**config.mk**
```make
export PLATFORM = sky130hd
export DESIGN_NAME = relu_stream_ctrl
export DESIGN_NICKNAME = d
export VERILOG_FILES = /design/src/rtl/relu_stream_pkg.sv /design/src/rtl/relu_stream_fifo.sv /design/src/rtl/relu_stream_ctrl.sv
export SDC_FILE = /design/constraint.sdc
export NUM_CORES = 1
export LEC_CHECK = 0
export ABC_AREA = 0
export CORE_MARGIN = 1
export CORE_UTILIZATION = 58
export DETAILED_ROUTE_END_ITERATION = 6
export PLACE_DENSITY_LB_ADDON = 0.08
export REMOVE_ABC_BUFFERS = 1
export SLEW_MARGIN = 20
export SYNTH_ARGS = -nofsm -noshare
export SYNTH_HDL_FRONTEND = slang
export SYNTH_SLANG_ARGS = --single-unit
```
**constraint.sdc**
```tcl
create_clock -name clk -period 6.92 [get_ports clk]
set_input_delay 1.73 -clock clk [delete_from_list [all_inputs] [get_ports clk]]
set_output_delay 1.73 -clock clk [all_outputs]
set_load 0.03 [all_outputs]
```
**src/rtl/relu_stream_pkg.sv**
```systemverilog
// Shared types and constants for the ReLU streaming sequencer.
package relu_stream_pkg;

  typedef enum logic [1:0] {
    IDLE,
    RUN,
    DONE
  } state_e;

  localparam logic [31:0] WORD_BYTES = 32'd4;
  localparam logic [31:0] ZERO_WORD  = 32'h0;

  // Sign bit set covers negatives, -0.0 and negative NaNs alike.
  function automatic logic [31:0] relu(input logic [31:0] w);
    return w[31] ? ZERO_WORD : w;
  endfunction

endpackage

```
**src/rtl/relu_stream_fifo.sv**
```systemverilog
// Synchronous result buffer between the ReLU register and the write port.
module relu_stream_fifo #(
  parameter int DEPTH = 4,
  parameter int WIDTH = 32
) (
  input  logic                     clk,
  input  logic                     rst_n,
  input  logic                     push,
  input  logic [WIDTH-1:0]         din,
  input  logic                     pop,
  output logic [WIDTH-1:0]         dout,
  output logic                     full,
  output logic                     empty,
  output logic [$clog2(DEPTH):0]   count
);
  localparam int AW = $clog2(DEPTH);

  logic [WIDTH-1:0] mem [DEPTH];
  logic [AW-1:0]    wr_ptr, rd_ptr;
  logic             do_push, do_pop;

  assign do_push = push && !full;
  assign do_pop  = pop && !empty;
  assign empty   = (count == '0);
  assign full    = (count == (AW+1)'(DEPTH));
  assign dout    = mem[rd_ptr];

  always_ff @(posedge clk or negedge rst_n) begin
    if (!rst_n) begin
      wr_ptr <= '0;
      rd_ptr <= '0;
      count  <= '0;
    end else begin
      if (do_push) wr_ptr <= wr_ptr + AW'(1);
      if (do_pop)  rd_ptr <= rd_ptr + AW'(1);
      count <= count + (AW+1)'(do_push) - (AW+1)'(do_pop);
    end
  end

  // Storage needs no reset; emptiness is tracked by count alone.
  always_ff @(posedge clk) begin
    if (do_push) mem[wr_ptr] <= din;
  end

endmodule

```
**src/rtl/relu_stream_ctrl.sv**
```systemverilog
// Streams a vector of fp32 words memory -> ReLU register -> FIFO -> memory,
// with read issue throttled by credits so the FIFO can never overflow.
module relu_stream_ctrl
  import relu_stream_pkg::*;
#(
  parameter int FIFO_DEPTH = 4,
  parameter int LEN_W      = 16
) (
  input  logic             clk,
  input  logic             rst_n,
  input  logic             start_i,
  input  logic [31:0]      src_addr_i,
  input  logic [31:0]      dst_addr_i,
  input  logic [LEN_W-1:0] len_i,
  output logic             busy_o,
  output logic             done_o,
  output logic             rd_req_o,
  output logic [31:0]      rd_addr_o,
  input  logic             rd_gnt_i,
  input  logic             rd_rvalid_i,
  input  logic [31:0]      rd_rdata_i,
  output logic             wr_req_o,
  output logic [31:0]      wr_addr_o,
  output logic [31:0]      wr_wdata_o,
  input  logic             wr_gnt_i
);
  localparam int CW = $clog2(FIFO_DEPTH) + 1;
  localparam logic [CW:0] DEPTH_C = (CW+1)'(FIFO_DEPTH);

  state_e           state, state_nxt;
  logic [LEN_W-1:0] len_q, issued, wr_cnt;
  logic [31:0]      rd_addr_q, wr_addr_q, stage_data, fifo_head;
  logic             stage_vld, fifo_full, fifo_empty;
  logic [CW-1:0]    outstanding, fifo_count;
  logic [CW:0]      occupancy;
  logic             accept, rd_hs, rsp_ok, wr_hs, last_wr;

  // Every slot a read could eventually land in counts against the credit pool.
  assign occupancy = (CW+1)'(outstanding) + (CW+1)'(fifo_count) + (CW+1)'(stage_vld);

  assign accept   = (state == IDLE) && start_i;
  assign rd_req_o = (state == RUN) && (issued != len_q) && (occupancy < DEPTH_C);
  assign rd_hs    = rd_req_o && rd_gnt_i;
  assign rsp_ok   = rd_rvalid_i && (outstanding != '0);
  assign wr_req_o = !fifo_empty;
  assign wr_hs    = wr_req_o && wr_gnt_i;
  assign last_wr  = wr_hs && ((wr_cnt + LEN_W'(1)) == len_q);

  assign busy_o     = (state == RUN);
  assign done_o     = (state == DONE);
  assign rd_addr_o  = rd_addr_q;
  assign wr_addr_o  = wr_addr_q;
  assign wr_wdata_o = fifo_empty ? ZERO_WORD : fifo_head;

  always_ff @(posedge clk or negedge rst_n) begin
    if (!rst_n) state <= IDLE;
    else        state <= state_nxt;
  end

  always_comb begin
    state_nxt = state;
    unique case (state)
      IDLE:    if (start_i) state_nxt = (len_i == '0) ? DONE : RUN;
      RUN:     if (last_wr) state_nxt = DONE;
      DONE:    state_nxt = IDLE;
      default: state_nxt = IDLE;
    endcase
  end

  always_ff @(posedge clk or negedge rst_n) begin
    if (!rst_n) begin
      len_q       <= '0;
      issued      <= '0;
      wr_cnt      <= '0;
      rd_addr_q   <= '0;
      wr_addr_q   <= '0;
      outstanding <= '0;
      stage_vld   <= 1'b0;
      stage_data  <= '0;
    end else begin
      if (accept) begin
        len_q     <= len_i;
        rd_addr_q <= src_addr_i;
        wr_addr_q <= dst_addr_i;
        issued    <= '0;
        wr_cnt    <= '0;
      end else begin
        if (rd_hs) begin
          rd_addr_q <= rd_addr_q + WORD_BYTES;
          issued    <= issued + LEN_W'(1);
        end
        if (wr_hs) begin
          wr_addr_q <= wr_addr_q + WORD_BYTES;
          wr_cnt    <= wr_cnt + LEN_W'(1);
        end
      end
      outstanding <= outstanding + CW'(rd_hs) - CW'(rsp_ok);
      stage_vld   <= rsp_ok;
      if (rsp_ok) stage_data <= relu(rd_rdata_i);
    end
  end

  relu_stream_fifo #(.DEPTH(FIFO_DEPTH), .WIDTH(32)) u_fifo (
    .clk   (clk),
    .rst_n (rst_n),
    .push  (stage_vld),
    .din   (stage_data),
    .pop   (wr_hs),
    .dout  (fifo_head),
    .full  (fifo_full),
    .empty (fifo_empty),
    .count (fifo_count)
  );

  // A response with nothing outstanding is a system error; its data is dropped.
  a_rvalid_legal: assert property (@(posedge clk) disable iff (!rst_n)
    rd_rvalid_i |-> (outstanding != '0));
  a_no_overflow: assert property (@(posedge clk) disable iff (!rst_n)
    stage_vld |-> !fifo_full);

endmodule
```
; Word level (Yosys, flattened, before mapping)
; Memories as Yosys holds them, arrays and structs flattened.
; Index checks and enable logic that the tools add are counted.
[word_totals]
word_cells = 67
ff_bits = 157
mem_count = 1
ramBits = 128
in_bits = 118
output_inout_bits = 100
[op_classes]
n_mux = 16
magnitude_cmp = 1
n_eq_ne = 7
addsub = 12
reduce_logical = 18
[mem_list]
columns = name, depth, width, read_ports, rd_clocked_by_memory_dff, write_ports, line
row1 = u_fifo.mem, 4, 32, 1, 0, 1, relu_stream_fifo.sv:18  ; logic [WIDTH-1:0] mem [DEPTH];
[ops]
columns = operator, n
row1 = 32-bit two-way mux, 5
row2 = "32-bit by 3-bit adder with 32-bit output, second input constant", 2
row3 = 16-bit two-way mux, 4
row4 = "16-bit by 1-bit adder with 16-bit output, second input constant", 2
row5 = 31-bit two-way mux, 1
row6 = 16-bit == test, 1
row7 = 16-bit logical NOT, 1
row8 = 16-bit != test, 1
row9 = 1-bit logical AND, 9
row10 = 3-bit by 1-bit adder with 3-bit output, 2
row11 = 2-bit two-way mux, 3
row12 = 3-bit by 1-bit subtractor with 3-bit output, 2
row13 = "2-bit by 1-bit adder with 2-bit output, second input constant", 2
row14 = 3-bit by 3-bit adder with 4-bit output, 1
row15 = 4-bit by 1-bit adder with 4-bit output, 1
row16 = "4-bit by 3-bit < comparator with 1-bit output, second input constant", 1
row17 = 2-bit case mux with 2 select lines, 1
row18 = 2-bit nonzero test, 2
row19 = "3-bit == test, second input constant", 1
row20 = 3-bit logical NOT, 1
row21 = 3-bit nonzero test, 1
row22 = "2-bit by 1-bit == test with 1-bit output, second input constant", 1
row23 = "2-bit == test, second input constant", 1
row24 = 1-bit logical NOT, 2
row25 = 5 further kinds, 6

; Logic depth before layout (Yosys ltp)
[logic_depth]
depth_word = 7
mapped_depth = 12
depth_no_buf = 10

; Modules after synthesis
; Synthesis repeated with hierarchy kept, for this count alone.
[hier_totals]
cells_unflattened = 1150
area_unflattened_um2 = 13429.1
[modules_own_cells]
columns = module, cells_each, seq_area_each_um2, area_per_inst_um2, n_inst
row1 = relu_stream_ctrl, 940, 3728.6, 8299.2, 1
row2 = relu_stream_fifo, 210, 4018.9, 5129.9, 1

; Least setup slack after synthesis
; Ideal clock, no wire load.
[synth_path]
path_kind = input port to flip-flop
startpoint = in wr_gnt_i
endpoint = reg u_fifo.count[2]
setup_ns = 0.127
t_arrival_ns = 3.486
cell_stages = 11
slack_ns = 3.306
path_buffers = 2
path_cell_list = o31ai_1 -> clkbuf_1 -> inv_1 -> buf_2 -> ha_1 -> inv_1 -> ha_1 -> inv_1 -> fa_1 -> xnor2_1 -> xnor2_1
[synth_via]
elab_chain_len = 3
[synth_rtl]
columns = element, line
row1 = start: declaration, relu_stream_ctrl.sv:25  ; input logic wr_gnt_i
row2 = 1-bit logical AND, relu_stream_ctrl.sv:46  ; assign wr_hs = wr_req_o && wr_gnt_i;
row3 = 1-bit logical AND, relu_stream_fifo.sv:23  ; assign do_pop = pop && !empty;
row4 = net u_fifo.do_pop, relu_stream_fifo.sv:20  ; logic do_push, do_pop;
row5 = 3-bit by 1-bit subtractor with 3-bit output, relu_stream_fifo.sv:36  ; count <= count + (AW+1)'(do_push) - (AW+1)'(do_pop);
row6 = end signal: assignment, relu_stream_fifo.sv:36
row7 = end: declaration, relu_stream_fifo.sv:14  ; output logic [$clog2(DEPTH):0] count
; The timed path passes the listed nets, and every way through them passes these cells.
; A chain may end at the register's enable or synchronous reset.

; Final worst setup path
[layout_path]
startpoint = reg u_fifo.count[2]
endpoint = out rd_req_o
[layout_via]
elab_chain_len = 4
[layout_rtl]
columns = element, line
row1 = 3-bit by 3-bit adder with 4-bit output, relu_stream_ctrl.sv:39  ; assign occupancy = (CW+1)'(outstanding) + (CW+1)'(fifo_count) + (CW+1)'(stage_vld);
row2 = 4-bit by 1-bit adder with 4-bit output, relu_stream_ctrl.sv:39
row3 = 4-bit by 3-bit < comparator with 1-bit output, relu_stream_ctrl.sv:42  ; assign rd_req_o = (state == RUN) && (issued != len_q) && (occupancy < DEPTH_C);
row4 = 1-bit logical AND, relu_stream_ctrl.sv:42
row5 = end: declaration, relu_stream_ctrl.sv:17  ; output logic rd_req_o,
; Every way passes these cells.

==> metrics.txt <==
# TYPE chip_impl_metric gauge
chip_impl_metric{name="vdd_drop_max",unit="uV"} 303
chip_impl_metric{name="cellPowerDensity",unit="nW/um2"} 444
chip_impl_metric{name="routedWlPerCell",unit="um"} 17.6
chip_impl_info{name="path_cells",value="ha_1 > or4_1 > a21oi_2 > and2_1 > clkdlybuf4s50_1"} 1
chip_impl_metric{name="overflow",unit=""} 0
chip_impl_info{name="worst_hold_path_type",value="reg2reg"} 1
chip_impl_metric{name="drv.max_cap_violation_count",unit=""} 0
chip_impl_metric{name="finalNonFillerCells",unit=""} 1626
chip_impl_metric{name="worstPathMaxFanout",unit=""} 5
chip_impl_metric{name="cts-hold-fix-buffers",unit=""} 0
chip_impl_metric{name="place_area",unit="um2"} 15300
chip_impl_metric{name="longest_individual_stage_delay_on_the_worst_path",unit="ns"} 0.68
chip_impl_metric{name="setup_ws",unit="ns"} 2.31
chip_impl_info{name="worstSetupEndpointType",value="output pin"} 1
chip_impl_metric{name="timing.slew.headroom",unit="%"} 40.2
chip_impl_metric{name="cts_max_level",unit=""} 1
chip_impl_metric{name="synth_enable_flop_cells",unit=""} 124
chip_impl_metric{name="preCtsSetupSlack",unit="ns"} 2.49
chip_impl_metric{name="syn_to_final_growth",unit="%"} 26.0
chip_impl_metric{name="syn-instance-count",unit=""} 1124
chip_impl_metric{name="synthesis.yosys.warnings",unit=""} 0
chip_impl_info{name="layout.cells.most_common_list",value="214 x sky130_fd_sc_hd__clkdlybuf4s50_1, 194 x sky130_fd_sc_hd__nand2_1, 155 x sky130_fd_sc_hd__dfrtp_1, 124 x sky130_fd_sc_hd__edfxtp_1, 93 x sky130_fd_sc_hd__o21ai_0"} 1
chip_impl_metric{name="max_slew_violation_count",unit=""} 0
chip_impl_metric{name="per_cell_via_count_in_the_routed_design",unit=""} 5.52
chip_impl_info{name="dominant_synthesized_flop_cell",value="sky130_fd_sc_hd__dfrtp_1"} 1
chip_impl_metric{name="pin_count",unit=""} 218
chip_impl_metric{name="route.vias.total",unit=""} 8981
chip_impl_metric{name="place.detailed.hpwl",unit="mm"} 18.5
chip_impl_metric{name="ys_seq_area_share",unit="%"} 58.8
chip_impl_metric{name="fillCellCount",unit=""} 1497
chip_impl_metric{name="post-place-cells",unit=""} 1572
chip_impl_metric{name="min_period_over_period",unit="%"} 66.6
chip_impl_metric{name="largest_net_degree_at_the_start_of_global_routing",unit=""} 107
chip_impl_info{name="sort_of_element_at_the_start_of_the_critical_path",value="flip-flop"} 1
chip_impl_metric{name="initial_core_util",unit="%"} 59.3
chip_impl_metric{name="fin_area",unit="um2"} 16400
chip_impl_metric{name="drt_first_iter_violations",unit=""} 545
chip_impl_metric{name="worst_slew_pin_slew",unit="ns"} 0.897
chip_impl_metric{name="clock-skew-final",unit="ns"} 0.0152
chip_impl_metric{name="core_area",unit="um2"} 21900
chip_impl_metric{name="layout.nets",unit=""} 1457
chip_impl_metric{name="fin_total_pwr",unit="W"} 0.00726
chip_impl_info{name="layout_commonest_cell",value="sky130_fd_sc_hd__clkdlybuf4s50_1"} 1
chip_impl_metric{name="maximum_frequency_from_static_timing_analysis",unit="MHz"} 217
chip_impl_metric{name="overall_fraction_of_global_route_tracks_in_use",unit="%"} 25.7
chip_impl_metric{name="core_utilization_of_the_finished_layout",unit="%"} 74.7
chip_impl_info{name="setup.worst_path.class",value="reg2out"} 1
chip_impl_info{name="setup_repair_after_global_routing_missed_its_margin",value="no"} 1
chip_impl_metric{name="number_of_antenna_violations_at_the_first_check_in_global_routing",unit=""} 1
chip_impl_metric{name="report.final.hold_viol_count",unit=""} 0
chip_impl_metric{name="netlist_area",unit="um2"} 13000
chip_impl_metric{name="cts_post_setup_buffers_inserted",unit=""} 0
chip_impl_metric{name="first_global_vias",unit=""} 8963
chip_impl_metric{name="clock-sinks",unit=""} 280
chip_impl_info{name="run_status",value="complete, no violations"} 1
chip_impl_metric{name="core.rowCount",unit=""} 54
chip_impl_metric{name="grt_first_pass_wirelength",unit="mm"} 45.7
chip_impl_metric{name="wl",unit="mm"} 28.6
chip_impl_metric{name="critical_path_arrival",unit="ns"} 2.88
chip_impl_metric{name="firstDrtPassIters",unit=""} 5
chip_impl_metric{name="cts-resized-gates",unit=""} 0
chip_impl_metric{name="remaining_drc_errors",unit=""} 0
chip_impl_metric{name="clkSlewWorstSetupHoldPaths",unit="ns"} 0.06
chip_impl_metric{name="gp_congestion",unit=""} 0.865
chip_impl_metric{name="synth_cell_types",unit=""} 53
chip_impl_metric{name="asyncSetResetFlopFracSynth",unit="%"} 55.7
chip_impl_metric{name="ant_nets",unit=""} 0
chip_impl_metric{name="numCtsBuffers",unit=""} 28
chip_impl_metric{name="cts.path.max_buffers",unit=""} 3
chip_impl_info{name="cts_tree",value="done"} 1
chip_impl_metric{name="drive_above_1_share",unit="%"} 8.33
chip_impl_metric{name="timing.critical_path.required",unit="ns"} 5.19
chip_impl_info{name="clockRootBuffer",value="sky130_fd_sc_hd__clkbuf_16"} 1
chip_impl_metric{name="floorplan.die_area",unit="um2"} 23000
chip_impl_metric{name="die_h",unit="um"} 152
chip_impl_metric{name="clkLatencyLatePin",unit="ns"} 0.53
chip_impl_metric{name="fp.dieW",unit="um"} 152
chip_impl_metric{name="leakagePower",unit="nW"} 6.20
chip_impl_info{name="critical-path-slowest-cell",value="sky130_fd_sc_hd__clkdlybuf4s50_1"} 1
chip_impl_metric{name="setup_violations",unit=""} 0
chip_impl_metric{name="port-buffer-count",unit=""} 216
chip_impl_metric{name="syn_area_per_cell",unit="um2"} 11.5
chip_impl_metric{name="synth_seq_cells",unit=""} 280
chip_impl_metric{name="post-route-min-period",unit="ns"} 4.61
worst max-delay path, delay by kind of cell, from the launching register on:
family / cells / cell delay (ns)
adder cells (fa/ha/maj): 1 / 0.30
flip-flops: 1 / 0.45
AND/OR/NAND/NOR: 2 / 0.68
buffers and inverters: 1 / 0.68
AO/OA/AOI/OAI: 1 / 0.23
cell usage after synthesis, types with 2 or more instances:
cell type | instances | area share [%]
sky130_fd_sc_hd__and2_1 | 7 | 0.34
sky130_fd_sc_hd__nand2b_1 | 31 | 1.5
sky130_fd_sc_hd__o311ai_0 | 2 | 0.13
sky130_fd_sc_hd__nor3_1 | 30 | 1.2
sky130_fd_sc_hd__dfrtp_1 | 156 | 30
sky130_fd_sc_hd__buf_1 | 2 | 0.058
sky130_fd_sc_hd__a21oi_1 | 11 | 0.42
sky130_fd_sc_hd__or3_1 | 8 | 0.39
sky130_fd_sc_hd__ha_1 | 15 | 1.4
sky130_fd_sc_hd__inv_1 | 28 | 0.81
sky130_fd_sc_hd__xor2_1 | 51 | 3.4
sky130_fd_sc_hd__xnor2_1 | 78 | 5.3
sky130_fd_sc_hd__nor4_2 | 5 | 0.48
sky130_fd_sc_hd__clkbuf_1 | 40 | 1.2
sky130_fd_sc_hd__or2_2 | 2 | 0.096
sky130_fd_sc_hd__nor4_1 | 16 | 0.77
sky130_fd_sc_hd__fa_1 | 2 | 0.31
sky130_fd_sc_hd__o31ai_1 | 3 | 0.17
sky130_fd_sc_hd__mux2i_1 | 3 | 0.23
sky130_fd_sc_hd__edfxtp_1 | 124 | 29
sky130_fd_sc_hd__nor3b_1 | 2 | 0.12
sky130_fd_sc_hd__nor3_2 | 2 | 0.15
sky130_fd_sc_hd__nand3_1 | 33 | 1.3
sky130_fd_sc_hd__o21ai_1 | 5 | 0.19
sky130_fd_sc_hd__mux4_2 | 31 | 5.4
sky130_fd_sc_hd__buf_2 | 9 | 0.35
sky130_fd_sc_hd__and4_1 | 3 | 0.20
sky130_fd_sc_hd__nor2_1 | 52 | 1.5
sky130_fd_sc_hd__o21a_1 | 2 | 0.12
sky130_fd_sc_hd__nand2_1 | 194 | 5.6
sky130_fd_sc_hd__nor2b_1 | 33 | 1.6
sky130_fd_sc_hd__buf_6 | 4 | 0.35
sky130_fd_sc_hd__nand3b_1 | 2 | 0.12
sky130_fd_sc_hd__nand4_1 | 20 | 0.96
sky130_fd_sc_hd__and3_1 | 8 | 0.39
sky130_fd_sc_hd__o21ai_0 | 93 | 3.6
per-stage QoR:
stage / hold WS [ns] / setup TNS (ns)
3_3_place_gp: 0.460 / 0
6_report: 0.479 / 0
5_1_grt: 0.501 / 0
4_1_cts: 0.476 / 0
3_5_place_dp: 0.463 / 0
2_1_floorplan: 0.473 / -372.39
flip-flops by register name, summed over array words and instances, names as in the netlist, 2 cells and up:
name           count
u_fifo.mem       124
rd_addr_o         32
wr_addr_o         32
stage_data        31
issued            16
len_q             16
wr_cnt            16
outstanding        3
u_fifo.count       3
state              2
u_fifo.rd_ptr      2
u_fifo.wr_ptr      2
cell families after synthesis:
family | after synthesis | share of synthesized area, %
multiplexers | 34 | 5.61
AO/OA/AOI/OAI | 122 | 5.01
other | 1 | 0.0289
flip-flops | 280 | 58.8
XOR/XNOR | 129 | 8.70
adder cells (fa/ha/maj) | 17 | 1.75
AND/OR/NAND/NOR | 457 | 17.4
buffers and inverters | 84 | 2.78
path summary, 6_finish.rpt:
path | from | endpoint | cells after the start | slack, ns
worst max-delay path | u_fifo.count[2]$_DFF_PN0_ | rd_req_o | 5 | 2.31
worst max register to register | u_fifo.count[2]$_DFF_PN0_ | outstanding[2]$_DFF_PN0_ | 10 | 3.25
worst min register to register | u_fifo.rd_ptr[1]$_DFFE_PN0P_ | u_fifo.rd_ptr[1]$_DFFE_PN0P_ | 1 | 0.48
min in group asynchronous | rst_n | issued[12]$_DFFE_PN0P_ | 1 | 1.31
max in group asynchronous | rst_n | u_fifo.rd_ptr[0]$_DFFE_PN0P_ | 2 | 4.28
worst min-delay path | u_fifo.rd_ptr[1]$_DFFE_PN0P_ | u_fifo.rd_ptr[1]$_DFFE_PN0P_ | 1 | 0.48
per-layer routing:
layer	vias up	part of all wire (%)	global-route usage (%)
met3	51	5.8	5.00
met1	4368	42	34.2
met4	0	2.9	7.48
met5	-	0	0
met2	274	49	42.9
li1	4288	-	-
where the power goes:
| part | leakage [nW] | internal [W] | total [W] | switching, W |
|---|---|---|---|---|
| registers | 3.15 | 0.00228 | 0.00272 | 0.000440 |
| clock network | 0.491 | 0.000983 | 0.00162 | 0.000639 |
| logic | 2.56 | 0.00128 | 0.00292 | 0.00164 |
| total | 6.20 | 0.00454 | 0.00726 | 0.00272 |
final cells by class:
class                      instances  area (um2)  share of cell area, %
tap                              280         350                   2.14
timing repair buffer             224        2230                   13.6
sequential                       280        7630                   46.6
inverter                          28         105                  0.643
clock buffer                      35         811                   4.96
clock inverter                    17         201                   1.23
antenna                            2        5.00                 0.0306
multi-input combinational        760        5030                   30.7
(Power assumes the default switching activity.)
